<file path="src/rtl/usb_tx_pkt_gen.sv">
// USB transmit packet builder for token, SOF and handshake packets.
// Commands are queued in a small FIFO. Each command is classified by its PID.
// The packet is sent as a byte stream: PID byte, then for tokens and SOF the
// 11-bit field and CRC5. The stream has sop/eop framing and valid/ready
// backpressure toward the serializer.
module usb_tx_pkt_gen #(
    parameter int FIFO_DEPTH = 4,
    parameter int IDLE_GAP   = 0,
    parameter int CNT_W      = 16,
    localparam int AW        = $clog2(FIFO_DEPTH)
) (
    input  logic             clk,
    input  logic             rst,
    input  logic             cmd_valid,
    output logic             cmd_ready,
    input  logic [3:0]       cmd_pid,
    input  logic [6:0]       cmd_addr,
    input  logic [3:0]       cmd_endp,
    input  logic [10:0]      cmd_frame,
    output logic [7:0]       out_data,
    output logic             out_valid,
    input  logic             out_ready,
    output logic             out_sop,
    output logic             out_eop,
    output logic             busy,
    output logic             cmd_err,
    output logic [AW:0]      fifo_level,
    output logic [CNT_W-1:0] pkt_cnt
);

    typedef enum logic [2:0] {
        ST_IDLE,
        ST_PID,
        ST_B1,
        ST_B2,
        ST_GAP
    } state_t;

    // FIFO entry layout: {pid, addr, endp, frame}
    localparam int EW = 26;
    localparam logic [AW:0] FULL_LEVEL = (AW + 1)'(FIFO_DEPTH);
    localparam logic [3:0]  GAP_LOAD   = 4'(IDLE_GAP);
    localparam bit          GAP_EN     = (IDLE_GAP > 0);

    // ---------------- command FIFO ----------------
    logic [EW-1:0] fifo_mem [FIFO_DEPTH];
    logic [AW:0]   wr_ptr_q, wr_ptr_d;
    logic [AW:0]   rd_ptr_q, rd_ptr_d;
    logic [AW:0]   level;
    logic          full;
    logic          empty;
    logic          push;
    logic          pop;

    assign level = wr_ptr_q - rd_ptr_q;
    assign full  = (level == FULL_LEVEL);
    assign empty = (level == '0);
    assign push  = cmd_valid & ~full;

    // Store accepted commands. The memory has no reset; pointers define validity.
    always_ff @(posedge clk) begin
        if (push) begin
            fifo_mem[wr_ptr_q[AW-1:0]] <= {cmd_pid, cmd_addr, cmd_endp, cmd_frame};
        end
    end

    // Head of queue is read combinationally so IDLE can classify it and build the CRC at pop.
    logic [EW-1:0] head;
    logic [3:0]    head_pid;
    logic [6:0]    head_addr;
    logic [3:0]    head_endp;
    logic [10:0]   head_frame;
    logic [10:0]   head_field;

    assign head       = fifo_mem[rd_ptr_q[AW-1:0]];
    assign head_pid   = head[25:22];
    assign head_addr  = head[21:15];
    assign head_endp  = head[14:11];
    assign head_frame = head[10:0];

    // ---------------- PID classification ----------------
    logic head_is_tok;
    logic head_is_sof;
    logic head_is_hs;
    logic head_ok;

    // Sort the head PID into token / SOF / handshake. Anything else is unsupported.
    always_comb begin
        head_is_tok = 1'b0;
        head_is_sof = 1'b0;
        head_is_hs  = 1'b0;
        case (head_pid)
            4'b0001, 4'b1001, 4'b1101, 4'b0100: head_is_tok = 1'b1;
            4'b0101:                            head_is_sof = 1'b1;
            4'b0010, 4'b1010, 4'b1110, 4'b0110: head_is_hs  = 1'b1;
            default: ;
        endcase
    end

    assign head_ok    = head_is_tok | head_is_sof | head_is_hs;
    assign head_field = head_is_sof ? head_frame : {head_endp, head_addr};

    // ---------------- CRC5 over the 11-bit field ----------------
    logic [4:0] crc_c;
    logic [4:0] crc_tx;

    // Serial CRC5 (x^5+x^2+1, seed all ones), field bit 0 first, unrolled into one cycle.
    always_comb begin : crc_calc
        logic fb;
        fb    = 1'b0;
        crc_c = 5'b11111;
        for (int i = 0; i < 11; i++) begin
            fb    = head_field[i] ^ crc_c[4];
            crc_c = {crc_c[3:0], 1'b0} ^ (fb ? 5'b00101 : 5'b00000);
        end
    end

    // The transmitted CRC is the inverted register, MSB first on the wire.
    // Placing it bit-reversed in the LSB-first byte achieves that order.
    genvar gi;
    generate
        for (gi = 0; gi < 5; gi++) begin : g_crc_tx
            assign crc_tx[gi] = ~crc_c[4-gi];
        end
    endgenerate

    // ---------------- packet FSM ----------------
    state_t           state_q, state_d;
    logic [10:0]      field_q, field_d;
    logic [4:0]       crc_q, crc_d;
    logic [7:0]       out_data_q, out_data_d;
    logic             out_valid_q, out_valid_d;
    logic             out_sop_q, out_sop_d;
    logic             out_eop_q, out_eop_d;
    logic             cmd_err_q, cmd_err_d;
    logic [3:0]       gap_cnt_q, gap_cnt_d;
    logic [CNT_W-1:0] pkt_cnt_q, pkt_cnt_d;
    logic             xfer;
    logic             done;

    assign xfer = out_valid_q & out_ready;

    // Next-state and next-output logic. Each byte state advances only on an accepted transfer.
    always_comb begin
        state_d     = state_q;
        field_d     = field_q;
        crc_d       = crc_q;
        out_data_d  = out_data_q;
        out_valid_d = out_valid_q;
        out_sop_d   = out_sop_q;
        out_eop_d   = out_eop_q;
        cmd_err_d   = 1'b0;
        gap_cnt_d   = gap_cnt_q;
        pkt_cnt_d   = pkt_cnt_q;
        pop         = 1'b0;
        done        = 1'b0;

        case (state_q)
            ST_IDLE: begin
                if (!empty && gap_cnt_q == 4'd0) begin
                    pop = 1'b1;
                    if (head_ok) begin
                        field_d     = head_field;
                        crc_d       = crc_tx;
                        out_data_d  = {~head_pid, head_pid};
                        out_valid_d = 1'b1;
                        out_sop_d   = 1'b1;
                        out_eop_d   = head_is_hs;
                        state_d     = ST_PID;
                    end else begin
                        // Unsupported PID: drop it, flag it, stay idle.
                        cmd_err_d = 1'b1;
                    end
                end
            end
            ST_PID: begin
                if (xfer) begin
                    if (out_eop_q) begin
                        // A handshake packet is a single byte.
                        done = 1'b1;
                    end else begin
                        out_data_d = field_q[7:0];
                        out_sop_d  = 1'b0;
                        out_eop_d  = 1'b0;
                        state_d    = ST_B1;
                    end
                end
            end
            ST_B1: begin
                if (xfer) begin
                    out_data_d = {crc_q, field_q[10:8]};
                    out_eop_d  = 1'b1;
                    state_d    = ST_B2;
                end
            end
            ST_B2: begin
                if (xfer) begin
                    done = 1'b1;
                end
            end
            ST_GAP: begin
                if (gap_cnt_q <= 4'd1) begin
                    gap_cnt_d = 4'd0;
                    state_d   = ST_IDLE;
                end else begin
                    gap_cnt_d = gap_cnt_q - 4'd1;
                end
            end
            default: state_d = ST_IDLE;
        endcase

        // The last byte was accepted: close the packet, count it, and optionally hold off.
        if (done) begin
            out_valid_d = 1'b0;
            out_sop_d   = 1'b0;
            out_eop_d   = 1'b0;
            out_data_d  = 8'h00;
            pkt_cnt_d   = pkt_cnt_q + 1'b1;
            if (GAP_EN) begin
                gap_cnt_d = GAP_LOAD;
                state_d   = ST_GAP;
            end else begin
                state_d   = ST_IDLE;
            end
        end
    end

    // FIFO pointers advance independently, so a push and a pop in one cycle both take effect.
    always_comb begin
        wr_ptr_d = wr_ptr_q + {{AW{1'b0}}, push};
        rd_ptr_d = rd_ptr_q + {{AW{1'b0}}, pop};
    end

    // All state and registered outputs. Reset abandons any packet in flight.
    always_ff @(posedge clk) begin
        if (rst) begin
            state_q     <= ST_IDLE;
            field_q     <= '0;
            crc_q       <= '0;
            out_data_q  <= '0;
            out_valid_q <= 1'b0;
            out_sop_q   <= 1'b0;
            out_eop_q   <= 1'b0;
            cmd_err_q   <= 1'b0;
            gap_cnt_q   <= '0;
            pkt_cnt_q   <= '0;
            wr_ptr_q    <= '0;
            rd_ptr_q    <= '0;
        end else begin
            state_q     <= state_d;
            field_q     <= field_d;
            crc_q       <= crc_d;
            out_data_q  <= out_data_d;
            out_valid_q <= out_valid_d;
            out_sop_q   <= out_sop_d;
            out_eop_q   <= out_eop_d;
            cmd_err_q   <= cmd_err_d;
            gap_cnt_q   <= gap_cnt_d;
            pkt_cnt_q   <= pkt_cnt_d;
            wr_ptr_q    <= wr_ptr_d;
            rd_ptr_q    <= rd_ptr_d;
        end
    end

    assign cmd_ready  = ~full;
    assign out_data   = out_data_q;
    assign out_valid  = out_valid_q;
    assign out_sop    = out_sop_q;
    assign out_eop    = out_eop_q;
    assign cmd_err    = cmd_err_q;
    assign busy       = ~empty | (state_q != ST_IDLE);
    assign fifo_level = level;
    assign pkt_cnt    = pkt_cnt_q;

endmodule

</file>
<file path="config.mk">
export PLATFORM = sky130hd
export DESIGN_NAME = usb_tx_pkt_gen
export DESIGN_NICKNAME = d
export VERILOG_FILES = /design/src/rtl/usb_tx_pkt_gen.sv
export SDC_FILE = /design/constraint.sdc
export NUM_CORES = 1
export LEC_CHECK = 0
export CORE_MARGIN = 2
export CORE_UTILIZATION = 53
export CTS_CLUSTER_SIZE = 28
export DETAILED_ROUTE_END_ITERATION = 8
export GPL_TIMING_DRIVEN = 0
export PLACE_DENSITY_LB_ADDON = 0.3
export SLEW_MARGIN = 0
export SYNTH_ARGS = -nofsm -noshare
export SYNTH_HDL_FRONTEND = slang
export SYNTH_SLANG_ARGS = --single-unit
export TNS_END_PERCENT = 1
</file>
<file path="constraint.sdc">
create_clock -name clk -period 4.6 [get_ports clk]
set_clock_uncertainty 0.15 [all_clocks]
set_input_delay 0.92 -clock clk [delete_from_list [all_inputs] [get_ports clk]]
set_output_delay 0.92 -clock clk [all_outputs]
set_load 0.03 [all_outputs]
</file>
==> results of run 1 <==
-- worst max-delay path, stage by stage, from the launching register on --
cell and delay [ns]:
dfxtp_1 0.43, inv_1 0.15, ha_1 0.24, fa_1 0.37
xor3_1 0.31, nor2_1 0.09, nand2_1 0.09, clkdlybuf4s50_1 0.67
-- final timing paths --
path / end / cells after the start / startpoint
max: busy / 7 / wr_ptr_q[0]
min: out_data[0] / 2 / out_data[0]
max reg2reg: crc_q[1] / 9 / rd_ptr_q[0]
min reg2reg: out_data[0] / 2 / out_data[0]
-- cells by family (layout without fill, tap and decap cells) --
family	count (synthesis)	after routing	synth area share
buf+inv	33	131	0.0233
xor+xnor	34	34	0.0540
mux	42	42	0.122
fa+ha+maj	12	12	0.0245
flops	156	156	0.647
compound gates	51	51	0.0562
simple gates	104	104	0.0733
-- sequential cells by signal, summed over array words and instances, names as in the netlist --
name and flops:
wr_ptr_q 3, rd_ptr_q 3, pkt_cnt 16, out_eop 1
out_data 8, fifo_mem 104, cmd_err 1, out_sop 1
field_q 11, crc_q 5, out_valid 1, state_q 2
-- cells in the mapped netlist (6+ instances only) --
master / n / area share
ha_1: 11 / 0.021
nand2_1: 23 / 0.013
inv_1: 12 / 0.0070
mux4_2: 26 / 0.091
mux2i_1: 13 / 0.020
dfxtp_1: 52 / 0.16
xnor2_1: 15 / 0.020
xor2_1: 15 / 0.020
a211oi_1: 15 / 0.017
clkbuf_1: 15 / 0.0087
edfxtp_1: 104 / 0.49
nand3_1: 6 / 0.0047
and3_1: 6 / 0.0058
nor2_1: 50 / 0.029
a21oi_1: 14 / 0.011
-- area by class of cell --
type                            count  area (um2)  area share
Sequential cell                   156        4160       0.526
Timing Repair Buffer               66         669      0.0846
Tap cell                          147         184      0.0233
Clock inverter                     15         169      0.0214
Multi-Input combinational cell    243        2150       0.271
Clock buffer                       17         425      0.0538
Inverter                           12        45.0     0.00570
Buffer                             21         105      0.0133
-- per-layer routing --
metal / part of all wire / wire length [um] / vias to the layer above
met5: 0 / 0 / -
met4: 0.017 / 207 / 0
met3: 0.043 / 512 / 18
met2: 0.50 / 5950 / 82
met1: 0.44 / 5250 / 1828
li1: - / - / 1789
-- per-stage QoR --
stage / area (um2) / power [W] / instances / hold slack [ns] / util
CTS: 7910 / 0.00593 / 677 / 0.312 / 0.664
global route: 7910 / 0.00624 / 677 / 0.339 / 0.664
detailed placement: 7310 / 0.00451 / 645 / 0.304 / 0.614
finish: 7910 / 0.00589 / 677 / 0.310 / 0.664
floorplan: 6440 / 0.00384 / 432 / 0.328 / -
global placement: 7240 / 0.00441 / 641 / 0.294 / 0.608
-- power groups by stage --
stage / Combinational (W) / Clock [W] / Sequential [W]
2_1_floorplan: 0.00186 / 0 / 0.00198
3_3_place_gp: 0.00248 / 0 / 0.00193
3_5_place_dp: 0.00257 / 0 / 0.00193
4_1_cts: 0.00261 / 0.00142 / 0.00191
5_1_grt: 0.00283 / 0.00147 / 0.00193
6_report: 0.00259 / 0.00140 / 0.00190
==> results_dict.tcl, run 1 <==
set metrics [dict create \
    cts_setup_buffers 0 \
    coreArea_um2 11900 \
    avgSynthCellArea_um2 14.9 \
    hp-class "flop to flop" \
    crit_type "flop to output port" \
    dieArea_um2 13000 \
    grt.busiest_layer "met2" \
    sw_frac_of_total 0.357 \
    initial_utilization 0.540 \
    seqPwrFrac 0.323 \
    routed_via_density 5.49 \
    gr-usage-met2 0.335 \
    drive_gt1_frac 0.145 \
    drc_errors 0 \
    status "finished, final reports clean" \
    slew_headroom 0.430 \
    async_flop_share 0 \
    vias 3717 \
    dp_slack_ns 1.22 \
    place_congestion 0.777 \
    design.final.nets 559 \
    drt_pre_antenna_iters 5 \
    critPathMaxFanout 4 \
    yosysSeqAreaShare 0.647 \
    ioPinCount 63 \
    mostFrequentLayoutCell "edfxtp_1" \
    max_slew.worst_pin.slew_ns 0.853 \
    clock_path_buffers 2 \
    synth-seq-cells 156 \
    grt_pass1_wl_mm 19.1 \
    antenna_found_initial 0 \
    grt-ovfl-total 0 \
    maxSlewViolCount 0 \
    grt_pass1_vias 3882 \
    cts_resized 0 \
    hold_viol_final 0 \
    synth-main-ff-cell "edfxtp_1" \
    clock-sinks 156 \
    met1_usage 0.239 \
    antenna_left 0 \
    end_kind "output port" \
    syn_inst 432 \
    final-setup-viol-count 0 \
    io_buffer_count 62 \
    cts_root_buf "clkbuf_16" \
    rrSetupSlack_ns 1.27 \
    holdBufCountCts 0 \
    switchingPower_w 0.00211 \
    row_count 40 \
    clkTransAtPathRegs_ns 0.06 \
    cts_made_buffers 17 \
    drv_cap 0 \
    n_fill_cell 846 \
    period_share 0.836 \
    grt_usage 0.198 \
    cp.required_ns 3.53 \
    area_delta_synth_final_pct 22.9 \
    fin_ws_ns 0.756 \
    arrival_ns 2.77 \
    syn-num-nets 474 \
    clkPwrFrac 0.237 \
    synth_edf_count 104 \
    intPower_w 0.00379 \
    syn_area_um2 6440 \
    fmax_mhz 260 \
    grt_max_degree 27 \
    layout_common_cells "edfxtp_1 (104), clkdlybuf4s50_1 (62), dfxtp_1 (52)" \
    grtUsageMet3 0.0577 \
    dpl.hpwl_mm 8.21 \
    final.min_clock_period_ns 3.84 \
    peakVddDrop_mv 0.444 \
    leakagePower_nw 2.76 \
    finalSetupTns_ns 0 \
    h-tree-depth 4 \
    die_w_um 114 \
    powerDensity_nw_per_um2 745 \
    ys_warn_count 0 \
    n_antenna_cell 0 \
    first_iter_violations 222 \
    wl_per_cell_um 17.6 \
    wl_mm 11.9 \
    clk_latency_ns 0.43 \
    cp-start-kind "flop" \
    die_h_um 114 \
    rsz0062_at_grt "no" \
    cts_tree "done" \
    yosysUniqueCellTypes 43 \
    power_frac_comb 0.439 \
]
Note: power is estimated with default switching activity, not from simulation.
==> run 2: changes to the inputs <==
==> constraint.sdc (replaced) <==
create_clock -name clk -period 3.64 [get_ports clk]
set_clock_uncertainty 0.15 [all_clocks]
set_input_delay 0.728 -clock clk [delete_from_list [all_inputs] [get_ports clk]]
set_output_delay 0.728 -clock clk [all_outputs]
set_load 0.03 [all_outputs]
==> run 2 against run 1 <==
  * Final area about the same
  * Hold slack about the same
  * Utilization about the same
  * Worst setup slack got worse by 0.62 ns
  * Clock-buffer cell count is the same
  * Sequential share of layout area about the same
  * Clock power is 26% higher
  * Combinational power up 26%
  * Sequential power rose by 27%
  * Critical path type unchanged
  * Flip-flop and latch count stayed put
  * Via count shrank 0.19%
  * Critical path depth shrank 2
==> results_dict.tcl, run 2 (synthesized netlist as in run 1, its figures left out) <==
set metrics [dict create \
    grt-ovfl-total 0 \
    wl_per_cell_um 17.6 \
    wl_mm 11.9 \
    coreArea_um2 11900 \
    grt_usage 0.198 \
    sw_frac_of_total 0.357 \
    powerDensity_nw_per_um2 940 \
    holdBufCountCts 0 \
    clock-sinks 156 \
    slew_headroom 0.428 \
    n_fill_cell 846 \
    leakagePower_nw 2.76 \
    clkTransAtPathRegs_ns 0.06 \
    seqPwrFrac 0.324 \
    max_slew.worst_pin.slew_ns 0.856 \
    cp.required_ns 2.76 \
    power_frac_comb 0.439 \
    design.final.nets 559 \
    vias 3710 \
    grt_pass1_vias 3882 \
    drv_cap 0 \
    first_iter_violations 226 \
    status "finished, final reports clean" \
    routed_via_density 5.48 \
    grt_max_degree 27 \
    drc_errors 0 \
    die_h_um 114 \
    drive_gt1_frac 0.145 \
    grt_pass1_wl_mm 19.1 \
    clk_latency_ns 0.43 \
    hold_viol_final 0 \
    largest_register_ffs 104 \
    critPathMaxFanout 4 \
    period_share 0.962 \
    dr_wl_met3_um 486 \
    ioPinCount 63 \
    wl_met2_mm 5.96 \
    fmax_mhz 286 \
    intPower_w 0.00478 \
    reg2regPathDepth 9 \
    die_w_um 114 \
    arrival_ns 2.62 \
    drt_pre_antenna_iters 4 \
    fin_hold_ws_ns 0.310 \
    cts_tree "done" \
    crit_type "flop to output port" \
    layout_common_cells "edfxtp_1 (104), clkdlybuf4s50_1 (60), dfxtp_1 (52)" \
    placed_cell_area_um2 7310 \
    cts_made_buffers 17 \
    final.min_clock_period_ns 3.50 \
    maxSlewViolCount 0 \
    rsz0062_at_grt "no" \
    total_power_w 0.00743 \
    hp-class "flop to flop" \
    wl_met1_mm 5.25 \
    cp-start-kind "flop" \
    switchingPower_w 0.00266 \
    end_kind "output port" \
    place_congestion 0.777 \
    dpl.hpwl_mm 8.21 \
    whs_path_depth 2 \
    initial_utilization 0.540 \
    antenna_found_initial 0 \
    fin_area_um2 7910 \
    dieArea_um2 13000 \
    clkPwrFrac 0.237 \
    area_delta_synth_final_pct 22.9 \
    final-setup-viol-count 0 \
    clock_path_buffers 2 \
    highest_layer "met4" \
    mostFrequentLayoutCell "edfxtp_1" \
    antenna_left 0 \
    peakVddDrop_mv 0.560 \
    row_count 40 \
    io_buffer_count 62 \
    h-tree-depth 4 \
    cts_root_buf "clkbuf_16" \
    n_antenna_cell 0 \
]
## run 2: worst paths after layout
path	startpoint	end	slack, ns
max	wr_ptr_q[0]	fifo_level[2]	0.14
min	out_data[0]	out_data[0]	0.31
max reg2reg	rd_ptr_q[0]	crc_q[1]	0.33
min reg2reg	out_data[0]	out_data[0]	0.31
## run 2: timing repair
action,4_1_cts,5_1_grt
gates resized for setup,1,1
setup buffers,0,0
endpoints found under the setup margin,1,1
## run 2: cell type report
class                      count  area, um2  share of cell area
sequential                   156       4160               0.526
multi-input combinational    243       2150               0.271
timing repair buffer          66        671              0.0848
clock buffer                  17        425              0.0538
tap                          147        184              0.0233
clock inverter                15        169              0.0214
buffer                        21        105              0.0133
inverter                      12       45.0             0.00569
## run 2: through the flow
step	instances	util	setup WS (ns)	TNS (ns)
2_1_floorplan	432	-	-0.584	-30.36
3_3_place_gp	641	0.608	-1.60	-106.00
3_5_place_dp	645	0.614	0.371	0
4_1_cts	677	0.664	0.0457	0
5_1_grt	677	0.664	0.0412	0
6_report	677	0.664	0.139	0
## run 2: power by group through the flow
stage          logic (W)  clock network (W)  registers [W]
2_1_floorplan    0.00235                  0        0.00250
3_3_place_gp     0.00313                  0        0.00244
3_5_place_dp     0.00325                  0        0.00245
4_1_cts          0.00328            0.00179        0.00241
5_1_grt          0.00357            0.00186        0.00244
6_report         0.00326            0.00177        0.00241
## run 2: routing by layer
layer | track usage | vias up
met5 | 0 | -
met4 | 0.0805 | 0
met3 | 0.0577 | 19
met2 | 0.335 | 83
met1 | 0.239 | 1825
li1 | - | 1783
## run 2: worst max-delay path: stages, from the launching register on
cell and delay, ns:
dfxtp_1 0.43, inv_1 0.15, ha_1 0.24, fa_1 0.37, xor3_1 0.31, clkdlybuf4s50_1 0.70
